$ cat src/rtl/uart_comm.sv
// uart_comm: turns a stream of UART bytes into 24-bit commands (big-endian,
// three bytes per command) and sends single response bytes back out.
// RX and TX FSMs run independently.
//
// Handshakes:
//   rx_rdy/clr_rx_rdy : a byte is taken in the cycle where rx_rdy=1 and cmd_rdy=0;
//                       clr_rx_rdy is high in that same cycle and the byte is
//                       registered on the closing edge.
//   cmd_rdy/clr_cmd_rdy: cmd_rdy rises on the edge that stores the third byte
//                       and falls on the edge after clr_cmd_rdy (set wins).
//   send_resp/trmt    : in TX_IDLE send_resp loads tx_data; trmt pulses the
//                       cycle after, together with the loaded byte.
//   tx_done/resp_sent : in TX_BUSY tx_done ends the transfer; resp_sent pulses
//                       the cycle after.
//
// Optional feature: define UART_COMM_TIMEOUT_EN to add the inter-byte timeout
// (TIMEOUT_CYCLES idle cycles in B1/B2 drop the partial command, pulse frm_err).
module uart_comm #(
   parameter int unsigned TIMEOUT_CYCLES = 1000000
) (
   input  logic        clk,
   input  logic        rst_n,
   input  logic [7:0]  rx_data,
   input  logic        rx_rdy,
   output logic        clr_rx_rdy,
   output logic [7:0]  tx_data,
   output logic        trmt,
   input  logic        tx_done,
   output logic [23:0] cmd,
   output logic        cmd_rdy,
   input  logic        clr_cmd_rdy,
   input  logic [7:0]  resp_data,
   input  logic        send_resp,
   output logic        resp_sent,
   output logic        frm_err,
   output logic [1:0]  rx_state_dbg,
   output logic        tx_state_dbg
);

   typedef enum logic [1:0] {
      B0 = 2'd0,
      B1 = 2'd1,
      B2 = 2'd2
   } rx_state_t;

   typedef enum logic {
      TX_IDLE = 1'b0,
      TX_BUSY = 1'b1
   } tx_state_t;

   rx_state_t rx_state;
   rx_state_t rx_next;
   tx_state_t tx_state;
   tx_state_t tx_next;

   logic accept;
   logic timeout;
   logic tx_load;
   logic tx_fin;

   if (TIMEOUT_CYCLES == 0) begin : g_bad_timeout
      $error("uart_comm: TIMEOUT_CYCLES must be at least 1");
   end

   // A byte is taken whenever one is offered and no finished command is waiting.
   // rst_n keeps the acknowledge quiet while reset is held.
   assign accept = rst_n & rx_rdy & ~cmd_rdy;

   assign rx_state_dbg = rx_state;
   assign tx_state_dbg = tx_state;

`ifdef UART_COMM_TIMEOUT_EN
   localparam int CNT_W = (TIMEOUT_CYCLES > 1) ? $clog2(TIMEOUT_CYCLES) : 1;

   logic [CNT_W-1:0] to_cnt;
   logic             to_armed;

   // Counting only makes sense mid-command with nothing arriving.
   assign to_armed = (rx_state != B0) && !cmd_rdy && !accept;
   assign timeout  = to_armed && (to_cnt == CNT_W'(TIMEOUT_CYCLES - 1));

   // Idle-gap counter; restarts on every byte and outside B1/B2.
   always_ff @(posedge clk or negedge rst_n) begin
      if (!rst_n) begin
         to_cnt <= '0;
      end else if (!to_armed || timeout) begin
         to_cnt <= '0;
      end else begin
         to_cnt <= to_cnt + 1'b1;
      end
   end

   // One-cycle framing error pulse when a partial command is dropped.
   always_ff @(posedge clk or negedge rst_n) begin
      if (!rst_n) begin
         frm_err <= 1'b0;
      end else begin
         frm_err <= timeout;
      end
   end
`else
   assign timeout = 1'b0;
   assign frm_err = 1'b0;
`endif

   // RX state register.
   always_ff @(posedge clk or negedge rst_n) begin
      if (!rst_n) begin
         rx_state <= B0;
      end else begin
         rx_state <= rx_next;
      end
   end

   // RX next state: advance one slot per accepted byte, fall back to B0 on timeout.
   always_comb begin
      rx_next    = rx_state;
      clr_rx_rdy = 1'b0;
      if (accept) begin
         clr_rx_rdy = 1'b1;
         case (rx_state)
            B0:      rx_next = B1;
            B1:      rx_next = B2;
            default: rx_next = B0;
         endcase
      end else if (timeout) begin
         rx_next = B0;
      end
   end

   // Command assembly and ready flag; a new third byte beats a simultaneous clear.
   always_ff @(posedge clk or negedge rst_n) begin
      if (!rst_n) begin
         cmd     <= 24'h000000;
         cmd_rdy <= 1'b0;
      end else begin
         if (accept) begin
            case (rx_state)
               B0:      cmd[23:16] <= rx_data;
               B1:      cmd[15:8]  <= rx_data;
               default: cmd[7:0]   <= rx_data;
            endcase
         end
         if (accept && (rx_state == B2)) begin
            cmd_rdy <= 1'b1;
         end else if (clr_cmd_rdy) begin
            cmd_rdy <= 1'b0;
         end
      end
   end

   // TX state register.
   always_ff @(posedge clk or negedge rst_n) begin
      if (!rst_n) begin
         tx_state <= TX_IDLE;
      end else begin
         tx_state <= tx_next;
      end
   end

   // TX next state: one response in flight at a time; stray requests/dones ignored.
   always_comb begin
      tx_next = tx_state;
      tx_load = 1'b0;
      tx_fin  = 1'b0;
      case (tx_state)
         TX_IDLE: begin
            if (send_resp) begin
               tx_load = 1'b1;
               tx_next = TX_BUSY;
            end
         end
         default: begin
            if (tx_done) begin
               tx_fin  = 1'b1;
               tx_next = TX_IDLE;
            end
         end
      endcase
   end

   // TX datapath: capture the response byte and emit the start/finish pulses.
   always_ff @(posedge clk or negedge rst_n) begin
      if (!rst_n) begin
         tx_data   <= 8'h00;
         trmt      <= 1'b0;
         resp_sent <= 1'b0;
      end else begin
         if (tx_load) begin
            tx_data <= resp_data;
         end
         trmt      <= tx_load;
         resp_sent <= tx_fin;
      end
   end

endmodule

$ cat config.mk
export PLATFORM = sky130hd
export DESIGN_NAME = uart_comm
export DESIGN_NICKNAME = d
export VERILOG_FILES = /design/src/rtl/uart_comm.sv
export SDC_FILE = /design/constraint.sdc
export NUM_CORES = 1
export LEC_CHECK = 0
export BUFFER_PORTS_ARGS = -buffer_cell sky130_fd_sc_hd__buf_2
export CAP_MARGIN = 20
export CORE_ASPECT_RATIO = 0.7
export CORE_UTILIZATION = 50
export DETAILED_ROUTE_END_ITERATION = 10
export PLACE_DENSITY_LB_ADDON = 0.12
export SLEW_MARGIN = 15
export SYNTH_ARGS = -nofsm -noshare
export SYNTH_HDL_FRONTEND = slang
export SYNTH_SLANG_ARGS = --single-unit
$ cat constraint.sdc
create_clock -name clk -period 2.8 [get_ports clk]
set_input_delay 0.56 -clock clk [delete_from_list [all_inputs] [get_ports clk]]
set_output_delay 0.56 -clock clk [all_outputs]
set_load 0.01 [all_outputs]
* Yosys cells after proc, flatten, opt, wreduce, memory -nomap -nowiden
Index checks and enable logic that the tools add are counted.
** Storage, ports and cells
- Output and inout bits :: 40
- Bits in read-only memories :: 0
- Bits in registers :: 38
- Input port bits :: 22
- Bits in latches :: 0
- Bits in writable memories :: 0
- Memories kept :: 0
- Logic and storage cells :: 32
** Operators by class
- Order comparisons :: 0
- Mux-type cells :: 10
- Bitwise operators :: 4
- Multipliers :: 0
- Add/sub/neg operators :: 0
- Div/mod/pow operators :: 0
- Shift operators :: 0
- Equality and inequality tests :: 2
- Reductions and logical operators :: 7
** Operators with widths (count)
- $mux W1 :: 9
- $reduce_and A2 Y1 :: 3
- $pmux W2 S2 :: 1
- $and A1 B1 Y1 :: 2
- $eq A2 B1 Y1 const B :: 1
- $eq A2 B2 Y1 const B :: 1
- $logic_not A2 Y1 :: 1
- $not A1 Y1 :: 2
- $reduce_bool A2 Y1 :: 1
- $reduce_or A2 Y1 :: 1
- $logic_and A1 B1 Y1 :: 1

* Depth between registers and ports, before layout
Gate-level depths: netlist (run 1).
- Depth after elaboration :: 4
- Depth in mapped cells :: 4
- Gate-level depth less buffers :: 4

* Worst setup path after synthesis (run 1)
Ideal clock, no wire load.
- Kind :: input -> register
- Start :: input port rx_rdy
- End :: register cmd[16]
- Data arrival time :: 1303 ps
- Data required time :: 2675 ps
- Setup time :: 125 ps
- Buffers on the path :: 0
- Setup slack :: 1372 ps
- Stages on the path :: 3
- Path through :: nand3b_4 -> nor3_4 -> mux2_2
** On the way
- Longest elaborated chain between the ends :: 3
** RTL lines
- start: declaration :: RTL line 24 : input logic rx_rdy,
- $and A1 B1 Y1 (2 in series) :: RTL line 67 : assign accept = rst_n & rx_rdy & ~cmd_rdy;
- $reduce_and A2 Y1 (no source line)
- end signal: assignment :: RTL line 139 : B0: cmd[23:16] <= rx_data;
- end: declaration :: RTL line 29 : output logic [23:0] cmd,
No other way between the ends.
A chain may end at the register's enable or synchronous reset.

* Final worst setup path (run 1)
- Start :: register cmd_rdy
- End :: output port clr_rx_rdy
** On the way
- Longest elaborated chain between the ends :: 3
** RTL lines
- start: declaration :: RTL line 30 : output logic cmd_rdy,
- start signal: assignment :: RTL line 135 : cmd_rdy <= 1'b0;
- start signal: assignment :: RTL line 145 : cmd_rdy <= 1'b1;
- start signal: assignment :: RTL line 147 : cmd_rdy <= 1'b0;
- $not A1 Y1 :: RTL line 67
- $and A1 B1 Y1 :: RTL line 67
- $mux W1 :: RTL line 119 : if (accept) begin
- end: declaration :: RTL line 25 : output logic clr_rx_rdy,
No other way between the ends.

==> impl_results.md, run 1 <==
* Run status: complete, no violations
* Hold bufs inserted after CTS at 0
* Wire length per cell at 13.6 µm
* Post-CTS setup-driven buffer insertion count at 0
* Net count reported at finish at 175
* Count of pins over their slew limit at 0
* Number of vias in the routed layout at 924
* Pin count of the biggest net entering global routing at 39
* Number of fill cells at 184
* Internal power contribution at 0.00130 W
* Post-layout instance area at 0.00186 mm²
* TritonCTS clock tree: yes
* DR pass1 iterations at 3
* Clock Latency Late Sink at 280 ps
* Leakage power of the design at 0.964 nW
* Sequential area share after synthesis at 65.9%
* Clock Path Buffers at 2
* Iteration-0 DRC Markers at 30
* Pin slew with the least headroom to its limit at 751 ps
* Horizontal die dimension at 66.2 µm
* Maximum frequency from static timing analysis at 597 MHz
* RSZ-0062 raised after global routing: false
* Worst setup EP type: output pin
* Starting density of the core at 55.7%
* Switching fraction of total power at 31.4%
* Setup skew after layout at 1.96 ps
* Per-instance average area after synthesis at 16.6 µm²
* Post-synthesis cell type count at 17
* Placeable core region at 0.00259 mm²
* Number of flops mapped to enable cells by yosys at 0
* Worst reg2reg path endpoint: tx_data[7]
* Max_slew headroom at 49.8%
* Arrival time of the worst setup path at 1110 ps
* Worst Path Class, Setup: flop to output pin
* Critical Path Start: cmd_rdy
* Number of synthesis warnings at 0
* Cell Area, Synth at 0.00144 mm²
* Delay of the slowest critical-path stage at 400 ps
* Number of gates resized after cts at 0
* All-Layer GR Usage at 18.6%
* I/O pin total at 62
* Logic depth of the worst register-to-register path at 2
* Die ar. at 0.00311 mm²
* End point of the critical path: clr_rx_rdy
* Number of global-route vias before repair at 878
* Antenna-violating nets left at 0
* Pwr per Cell Area at 1020 mW/mm²
* Number of placement rows at 15
* Number of nets in the synthesized netlist at 109
* Placed Area at 0.00178 mm²
* Die Y-Extent at 47.0 µm
* Async set-or-reset flop fraction in the synthesized netlist at 100%
* Total DRC errors in the routed layout at 0
* Synth Register Bits at 38
* Average vias per placed instance at 4.94
* Main area contributors after synthesis: sky130_fd_sc_hd__dfrtp_1 66%, sky130_fd_sc_hd__mux2_2 24%, sky130_fd_sc_hd__nand3b_4 2.8%, sky130_fd_sc_hd__nor3_4 1.1%, sky130_fd_sc_hd__mux2_1 0.78%
* H-tree depth at 2
* Number of antenna violations at the first check in global routing at 0
* Most frequent cell after synthesis: sky130_fd_sc_hd__dfrtp_1
* Worst reg2reg startpoint: tx_state_dbg
* Maximum fanout along the worst path at 4
* Peak supply drop at 592 µV
* Aggregate routed wire length at 2.55 mm
* TritonCTS buffer count at 5
* Gp weighted congestion at 0.668
* CTS Root Cell: sky130_fd_sc_hd__clkbuf_8
* Clock-pin slew on the worst setup and hold paths at 60 ps
* Biggest area consumer among synthesized cells: sky130_fd_sc_hd__dfrtp_1
* Reg2reg setup slack at 1270 ps
* Final count of negative-setup-slack endpoints at 0
* Synthesized netlist cell count at 87
* Switching power total at 0.000593 W
* Fraction of final layout cells with drive strength greater than 1 at 67.3%
* Share of total power in sequential cells at 47.6%
* Most used flip-flop cell after synthesis: sky130_fd_sc_hd__dfrtp_1
* Port buffer count at 60
* Final Hold Vio Count at 0
* CP max stage cell: sky130_fd_sc_hd__dfrtp_1
* Minimum clock period at 1670 ps
* Sinks on Clock Net at 38
* WP data required at 2240 ps
* Combinational Power Share at 34.7%
* Number of max-capacitance violations reported at 0
* Post-detailed-placement half-perimeter wirelength at 1.91 mm
* Layout Area Growth over Synthesis at 28.7%
* Final cell utilization of the core at 71.7%
* Antenna diodes at 0
* Fin crit share at 59.8%
* Sequence of cells on the critical path: nand3b_4, inv_2, buf_2
* Share of power burned in the clock network at 17.7%
* Total congestion overflow at 0
* Class of the tightest hold or removal check: input port to asynchronous set/reset pin
* Critical Path Start Type: flop
* Most frequent cells after synthesis: 38 x sky130_fd_sc_hd__dfrtp_1, 31 x sky130_fd_sc_hd__mux2_2, 2 x sky130_fd_sc_hd__inv_1, 2 x sky130_fd_sc_hd__nand2_1, 2 x sky130_fd_sc_hd__nand3b_4
* Final-layout setup total negative slack at 0 ps
* Share of the synthesized area in the top cell type at 65.9%
* Global-route wire length before repair at 4.00 mm
[cells in the final DEF, fill, tap and decap left out, types with 2 or more instances in the layout]
cell type / instances
sky130_fd_sc_hd__buf_2: 60
sky130_fd_sc_hd__clkbuf_1: 2
sky130_fd_sc_hd__clkbuf_8: 5
sky130_fd_sc_hd__dfrtp_1: 38
sky130_fd_sc_hd__inv_1: 2
sky130_fd_sc_hd__mux2_2: 31
sky130_fd_sc_hd__nand2_1: 2
sky130_fd_sc_hd__nand3b_4: 2
[state kept, by name, summed over array words and instances (netlist names)]
signal	cells
tx_state_dbg	1
rx_state_dbg	2
trmt	1
tx_data	8
resp_sent	1
cmd	24
cmd_rdy	1
[logic make-up (layout without fill, tap and decap cells)]
kind of cell,after synthesis,count (layout),share of synthesized area (%)
simple gates,8,8,5.72
flops,38,38,65.9
mux,32,32,25.0
other cells,1,1,0.260
compound gates,3,3,1.56
buf+inv,5,71,1.65
[power by group through the flow]
stage                     Combinational (W)  Sequential (W)  Clock [W]
after detailed placement           0.000669        0.000909          0
after CTS                          0.000671        0.000899   0.000348
after global routing               0.000717        0.000926   0.000366
after floorplan                    0.000258         0.00101          0
after global placement             0.000648        0.000894          0
final                              0.000656        0.000898   0.000335
[critical path: cells and delay by family, from the launching register on]
| family | cells | cell delay (ps) |
|---|---|---|
| buf+inv | 2 | 250 |
| simple gates | 1 | 200 |
| flops | 1 | 400 |
[cell type report]
type	count	area, µm²	area share, %
clock buffers	7	76.3	4.11
inverters	3	11.3	0.606
multi-input cells	44	469	25.3
flip-flops and latches	38	951	51.2
well taps	34	42.5	2.29
repair buffers	61	308	16.6
[per-layer routing]
| layer | up-vias | global-route usage, % | part of all wire (%) |
|---|---|---|---|
| li1 | 432 | - | - |
| met1 | 454 | 22.1 | 43 |
| met2 | 36 | 31.6 | 50 |
| met3 | 2 | 6.80 | 6.1 |
| met4 | 0 | 7.66 | 0.078 |
| met5 | - | 0 | 0 |
[metrics by stage]
stage                     worst slack [ps]  hold slack, ps  std cells  power, W
after floorplan                       1370             264         87   0.00127
after global placement                1050             472        180   0.00154
after detailed placement              1010             490        180   0.00158
after CTS                             1110             391        187   0.00192
after global routing                  1080             413        187   0.00201
final                                 1130             374        187   0.00189
[worst min path at each step]
| stage | end | slack, ps | depth (start not counted) |
|---|---|---|---|
| after floorplan | cmd[0] | 260 | 0 |
| after global placement | cmd[13] | 470 | 1 |
| after detailed placement | cmd[6] | 490 | 1 |
| after CTS | cmd_rdy | 390 | 2 |
| after global routing | cmd_rdy | 410 | 2 |
| final | cmd_rdy | 370 | 2 |
No activity file was read; power rests on OpenSTA's default activity.
==> run 2, diff against run 1 <==
ABC_AREA = 1   (was not set)
CORE_UTILIZATION = 47   (was 50)
clock period = 1.66 ns   (was 2.8 ns; I/O delays follow)
==> impl_results.md, run 2 <==
* Fin crit share at 93.6%
* Number of placement rows at 16 (+1)
* Placed insts at 255 (+42%)
* Antenna diodes at 0 (unchanged)
* Number of synthesis warnings at 0 (unchanged)
* TritonCTS clock tree: yes
* Post-layout instance count excluding filler cells at 261 (+40%)
* Peak supply drop at 846 µV (+43%)
* Total power consumption of the routed design at 0.00329 W (+74%)
* Total DRC errors in the routed layout at 0 (unchanged)
* Clock Latency Late Sink at 280 ps (about the same)
* Port buffer count at 60 (unchanged)
* Minimum clock period at 1550 ps
* Wire length per cell at 12.8 µm (-6.1%)
* Most frequent cell after synthesis: sky130_fd_sc_hd__nand2_1
* Number of nets in the synthesized netlist at 183 (+68%)
* H-tree depth at 2 (unchanged)
* Number of max-capacitance violations reported at 0 (unchanged)
* Setup skew after layout at 4.18 ps (+2.23 ps)
* Pin slew with the least headroom to its limit at 573 ps (-178 ps)
* Run status: complete, no violations
* I/O pin total at 62 (unchanged)
* Critical Path Start Type: flop
* Leakage power of the design at 1.15 nW (+20%)
* Maximum fanout along the worst path at 14 (+10)
* Placeable core region at 0.00292 mm² (+13%)
* Synth Register Bits at 38 (unchanged)
* All-Layer GR Usage at 22.6% (+4.0 points)
* Setup slack at placement at 384 ps (-624 ps)
* Average vias per placed instance at 4.85 (-1.8%)
* Aggregate routed wire length at 3.34 mm (+31%)
* Async set-or-reset flop fraction in the synthesized netlist at 100% (unchanged)
* Final cell utilization of the core at 65.8% (-6.0 points)
* Biggest area consumer among synthesized cells: sky130_fd_sc_hd__dfrtp_1
* Number of vias in the routed layout at 1266 (+37%)
* Class of the tightest hold or removal check: input port to asynchronous set/reset pin
* Most used flip-flop cell after synthesis: sky130_fd_sc_hd__dfrtp_1
* Gp weighted congestion at 0.852 (+28%)
* Number of fill cells at 260 (+41%)
* Highest-count cells in the layout ignoring fill and taps: 77 x sky130_fd_sc_hd__nand2_1, 60 x sky130_fd_sc_hd__buf_2, 38 x sky130_fd_sc_hd__dfrtp_1, 25 x sky130_fd_sc_hd__nand3_1, 6 x sky130_fd_sc_hd__clkbuf_8
* Total area of multi-input combinational cells at 502 µm² (+6.9%)
* Maximum frequency from static timing analysis at 644 MHz
* Crit path buffers/inverters at 1 (-1)
* Area of all sequential standard cells at 951 µm² (unchanged)
* TritonCTS buffer count at 5 (unchanged)
* Layout Area Growth over Synthesis at 27.5%
* Number of flip-flops in the largest register at 24 (unchanged)
* Final Hold Vio Count at 0 (unchanged)
* Clock Path Buffers at 2 (unchanged)
* Largest register by flop count: cmd
* Starting density of the core at 51.6% (-4.2 points)
* RSZ-0062 raised after global routing: false
* Clock-pin slew on the worst setup and hold paths at 70 ps (about the same)
* Cell Area, Synth at 0.00151 mm² (+4.4%)
* Iteration-0 DRC Markers at 92 (+210%)
* Sequential area share after synthesis at 63.1% (-2.8 points)
* Global-route wire length before repair at 5.96 mm (+49%)
* Most common cell after layout, fill and taps aside: sky130_fd_sc_hd__nand2_1
* Die ar. at 0.00344 mm² (+11%)
* Worst Slack Setup Final at 107 ps (-1020 ps)
* Sequence of cells on the critical path: buf_2
* Net count reported at finish at 248 (+42%)
* CTS Root Cell: sky130_fd_sc_hd__clkbuf_8
* Per-instance average area after synthesis at 9.36 µm² (-44%)
* Number of global-route vias before repair at 1260 (+44%)
* Delay of the slowest critical-path stage at 710 ps (+310 ps)
* Most frequent cells after synthesis: 77 x sky130_fd_sc_hd__nand2_1, 38 x sky130_fd_sc_hd__dfrtp_1, 25 x sky130_fd_sc_hd__nand3_1, 4 x sky130_fd_sc_hd__inv_1
* Post-CTS setup-driven buffer insertion count at 0 (unchanged)
* Final-layout setup total negative slack at 0 ps (unchanged)
* CP max stage cell: sky130_fd_sc_hd__dfrtp_1
* Fraction of final layout cells with drive strength greater than 1 at 33.8% (-34 points)
* Final count of negative-setup-slack endpoints at 0 (unchanged)
* Worst Path Class, Setup: flop to output pin
* Total congestion overflow at 0 (unchanged)
* Share of the synthesized area in the top cell type at 63.1% (-2.8 points)
* Main area contributors after synthesis: sky130_fd_sc_hd__dfrtp_1 63%, sky130_fd_sc_hd__nand2_1 19%, sky130_fd_sc_hd__nand3_1 8.3%, sky130_fd_sc_hd__nand2_4 2.2%, sky130_fd_sc_hd__nor2_4 1.5%
* Post-synthesis cell type count at 14 (-3)
* Pin count of the biggest net entering global routing at 39 (unchanged)
* Cell family with most CP delay: flip-flops
* Hold bufs inserted after CTS at 0 (unchanged)
* Count of pins over their slew limit at 0 (unchanged)
* WP data required at 1330 ps (-910 ps)
* Antenna-violating nets left at 0 (unchanged)
* Die Y-Extent at 49.4 µm (+5.2%)
* Pwr per Cell Area at 1710 mW/mm² (+68%)
* Number of gates resized after cts at 0 (unchanged)
* Worst setup EP type: output pin
* Horizontal die dimension at 69.7 µm (+5.2%)
* DR pass1 iterations at 5 (+2)
* Number of antenna violations at the first check in global routing at 0 (unchanged)
* Max_slew headroom at 61.8% (+12 points)
* Number of flops mapped to enable cells by yosys at 0 (unchanged)
* Arrival time of the worst setup path at 1220 ps (+110 ps)
* Post-detailed-placement half-perimeter wirelength at 2.48 mm (+30%)
* Synthesized netlist cell count at 161 (+85%)
* Sinks on Clock Net at 38 (unchanged)
[run 2: cell types whose count changed in the layout (fill, tap and decap cells not counted), sizes merged, moves of 3 or more]
cell,change
nand3,+25
nand2,+78
o21ai,+3
mux2,-32
nor2,+3
[run 2: kinds of logic after synthesis]
| kind of cell | count (synthesis) | share of synthesized area [%] |
|---|---|---|
| buffers and inverters | 10 | 3.65 |
| other | 1 | 0.249 |
| AND/OR/NAND/NOR | 109 | 32.0 |
| flip-flops | 38 | 63.1 |
| AO/OA/AOI/OAI | 3 | 0.996 |
[run 2: worst register-to-register path: stages (launching register included)]
cell	delay [ps]
sky130_fd_sc_hd__dfrtp_1	590
sky130_fd_sc_hd__nor2_4	320
sky130_fd_sc_hd__nand2_4	130
sky130_fd_sc_hd__nand2_1	80
sky130_fd_sc_hd__nand2_1	60
[run 2: routing by layer]
metal	vias to the layer above	wire length [µm]	track usage (%)
li1	631	-	-
met4	0	26	5.00
met5	-	0	0
met2	46	1510	34.3
met1	584	1610	31.8
met3	5	196	7.44
[run 2: path summary, 6_finish.rpt]
kind | endpoint | cells after the start | from | slack, ps
setup / recovery | rx_state_dbg[1] | 1 | rx_state_dbg[1] | 110
hold / removal | cmd[14] | 2 | rst_n | 100
setup reg to reg | cmd[15] | 4 | rx_state_dbg[1] | 380
hold reg to reg | cmd[9] | 2 | cmd[9] | 470
max in group asynchronous | cmd[11] | 2 | rst_n | 1230
min in group clk | tx_data[4] | 3 | resp_data[4] | 250
[run 2: power breakdown]
group	leakage [nW]	internal [W]	switching, W	total, W
Sequential	0.475	0.00129	0.000248	0.00153
Clock	0.0431	0.000320	0.000280	0.000600
Combinational	0.633	0.000456	0.000694	0.00115
[run 2: area by class of cell]
type / count / share of cell area, %
inverter: 5 / 0.977
sequential: 38 / 49.5
clock buffer: 6 / 4.30
timing repair buffer: 63 / 16.8
multi-input combinational: 113 / 26.1
tap: 36 / 2.34
[run 2: metrics by stage]
step / instance area, µm² / hold slack [ps]
final: 1920 / 96.7
after floorplan: 1510 / 36.4
after detailed placement: 1840 / 426
after CTS: 1920 / 122
after global routing: 1920 / 149
after global placement: 1840 / 407
==> run 3, diff against run 2 <==
==> constraint.sdc (replaced) <==
create_clock -name clk -period 1.66 [get_ports clk]
set_input_delay 0.415 -clock clk [delete_from_list [all_inputs] [get_ports clk]]
set_output_delay 0.415 -clock clk [all_outputs]
set_load 0.01 [all_outputs]
==> impl_results.md, run 3 (same netlist as run 2, synthesis figures left out) <==
* Count of pins over their slew limit at 0 (unchanged)
* Post-layout instance area at 0.00195 mm² (+1.5%)
* Pin count of the biggest net entering global routing at 39 (unchanged)
* Port buffer count at 60 (unchanged)
* Maximum fanout along the worst path at 8 (-6)
* Total area of multi-input combinational cells at 502 µm² (unchanged)
* Die ar. at 0.00344 mm² (unchanged)
* Iteration-0 DRC Markers at 92 (unchanged)
* Net count reported at finish at 249 (+0.40%)
* Share of power burned in the clock network at 18.9% (+0.6 points)
* Total DRC errors in the routed layout at 0 (unchanged)
* Crit path buffers/inverters at 1 (unchanged)
* Maximum frequency from static timing analysis at 688 MHz (+6.8%)
* Arrival time of the worst setup path at 1040 ps (-180 ps)
* Antenna-violating nets left at 0 (unchanged)
* Clock Latency Late Sink at 280 ps (about the same)
* Number of max-capacitance violations reported at 0 (unchanged)
* Switching power total at 0.00123 W (+0.31%)
* Number of vias in the routed layout at 1253 (-1.0%)
* Total congestion overflow at 0 (unchanged)
* Minimum clock period at 1450 ps (-98.8 ps)
* Critical Path Start Type: flop
* Wire length per cell at 12.3 µm (-4.1%)
* Post-CTS setup-driven buffer insertion count at 0 (unchanged)
* Worst Slack Setup Final at 206 ps (+98.8 ps)
* CTS Root Cell: sky130_fd_sc_hd__clkbuf_8
* Peak supply drop at 914 µV (+8.0%)
* Fin crit share at 87.6% (-6.0 points)
* Combinational Power Share at 35.7% (+0.7 points)
* Pwr per Cell Area at 1700 mW/mm² (-0.36%)
* Antenna diodes at 0 (unchanged)
* Post-layout instance count excluding filler cells at 264 (+1.1%)
* Hold bufs inserted after CTS at 0 (unchanged)
* Highest-count cells in the layout ignoring fill and taps: 77 x sky130_fd_sc_hd__nand2_1, 60 x sky130_fd_sc_hd__buf_2, 38 x sky130_fd_sc_hd__dfrtp_1, 25 x sky130_fd_sc_hd__nand3_1, 6 x sky130_fd_sc_hd__clkbuf_8
* Final count of negative-setup-slack endpoints at 0 (unchanged)
* H-tree depth at 2 (unchanged)
* Worst Path Class, Setup: flop to output pin
* Share of total power in sequential cells at 45.4% (-1.3 points)
* Total power consumption of the routed design at 0.00332 W (+1.1%)
* Placeable core region at 0.00292 mm² (unchanged)
* Number of antenna violations at the first check in global routing at 0 (unchanged)
* All-Layer GR Usage at 21.5% (-1.1 points)
* Internal power contribution at 0.00210 W (+1.6%)
* Placed Area at 0.00186 mm² (+1.1%)
* Switching fraction of total power at 36.9% (-0.30 points)
* Crit. path cell count at 1 (unchanged)
* Gp weighted congestion at 0.830 (-2.6%)
* Leakage power of the design at 1.17 nW (+1.2%)
* Die Y-Extent at 49.4 µm (unchanged)
* Horizontal die dimension at 69.7 µm (unchanged)
* RSZ-0062 raised after global routing: false
* Clock-pin slew on the worst setup and hold paths at 70 ps (about the same)
* Starting density of the core at 51.6% (unchanged)
* Class of the tightest hold or removal check: input port to asynchronous set/reset pin
* TritonCTS buffer count at 5 (unchanged)
* Fraction of final layout cells with drive strength greater than 1 at 34.2% (+0.43 points)
* CP max stage cell: sky130_fd_sc_hd__dfrtp_1
* Setup slack at placement at 366 ps (-17.3 ps)
* Largest register by flop count: cmd
* Average vias per placed instance at 4.75 (-2.2%)
* Number of fill cells at 241 (-7.3%)
* TritonCTS clock tree: yes
* WP data required at 1240 ps (-90 ps)
* Delay of the slowest critical-path stage at 560 ps (-150 ps)
* Cell family with most CP delay: flip-flops
* Final-layout setup total negative slack at 0 ps (unchanged)
* Setup skew after layout at 4.08 ps (-0.105 ps)
* Run status: complete, no violations
* Sequence of cells on the critical path: buf_2
* Placed insts at 256 (+0.39%)
* Clock Path Buffers at 2 (unchanged)
* Post-detailed-placement half-perimeter wirelength at 2.43 mm (-1.9%)
* Layout Area Growth over Synthesis at 29.4%
* Number of placement rows at 16 (unchanged)
* Worst setup EP type: output pin
* Global-route wire length before repair at 5.69 mm (-4.6%)
* Number of flip-flops in the largest register at 24 (unchanged)
* Final Hold Vio Count at 0 (unchanged)
* Sinks on Clock Net at 38 (unchanged)
* Most common cell after layout, fill and taps aside: sky130_fd_sc_hd__nand2_1
* DR pass1 iterations at 4 (-1)
* Number of global-route vias before repair at 1253 (-0.56%)
* Area of all sequential standard cells at 951 µm² (unchanged)
* Logic depth of the worst register-to-register path at 4 (unchanged)
* Aggregate routed wire length at 3.24 mm (-3.0%)
* I/O pin total at 62 (unchanged)
* Number of gates resized after cts at 0 (unchanged)
run 3: cell types whose count changed in the layout (fill, tap and decap cells not counted), sizes merged:
cell,before,now
buf,63,64
clkinv,1,2
clkbuf,6,7
run 3: through the flow:
step / hold WS [ps] / util [%]
floorplan: 119 / -
global placement: 449 / 63.6
detailed placement: 454 / 63.6
CTS: 199 / 66.7
global route: 235 / 66.7
finish: 191 / 66.7
run 3: area by class of cell:
| cell class | count | share of cell area [%] |
|---|---|---|
| sequential | 38 | 48.7 |
| multi-input combinational | 113 | 25.7 |
| timing repair buffer | 64 | 17.6 |
| clock buffer | 7 | 4.43 |
| tap | 36 | 2.31 |
| inverter | 5 | 0.962 |
| clock inverter | 1 | 0.257 |
run 3: final timing paths:
path	startpoint	end	slack, ps
max	rx_state_dbg[1]	rx_state_dbg[1]	210
min	rst_n	cmd[14]	190
max reg2reg	rx_state_dbg[1]	cmd[14]	480
min reg2reg	cmd[8]	cmd[8]	470
max in group asynchronous	rst_n	tx_state_dbg	1150
min in group clk	resp_data[1]	tx_data[1]	330
run 3: layer usage:
metal / vias up / part of all wire, % / global-route usage, %
li1: 637 / - / -
met1: 580 / 50 / 29.6
met2: 36 / 45 / 32.2
met3: 0 / 5.5 / 7.23
met4: 0 / 0 / 7.00
met5: - / 0 / 0
run 3: power groups by stage:
stage / Sequential [W] / Combinational (W) / Clock, W
2_1_floorplan: 0.00169 / 0.000497 / 0
3_3_place_gp: 0.00150 / 0.00117 / 0
3_5_place_dp: 0.00152 / 0.00120 / 0
4_1_cts: 0.00151 / 0.00120 / 0.000642
5_1_grt: 0.00155 / 0.00134 / 0.000687
6_report: 0.00151 / 0.00119 / 0.000628
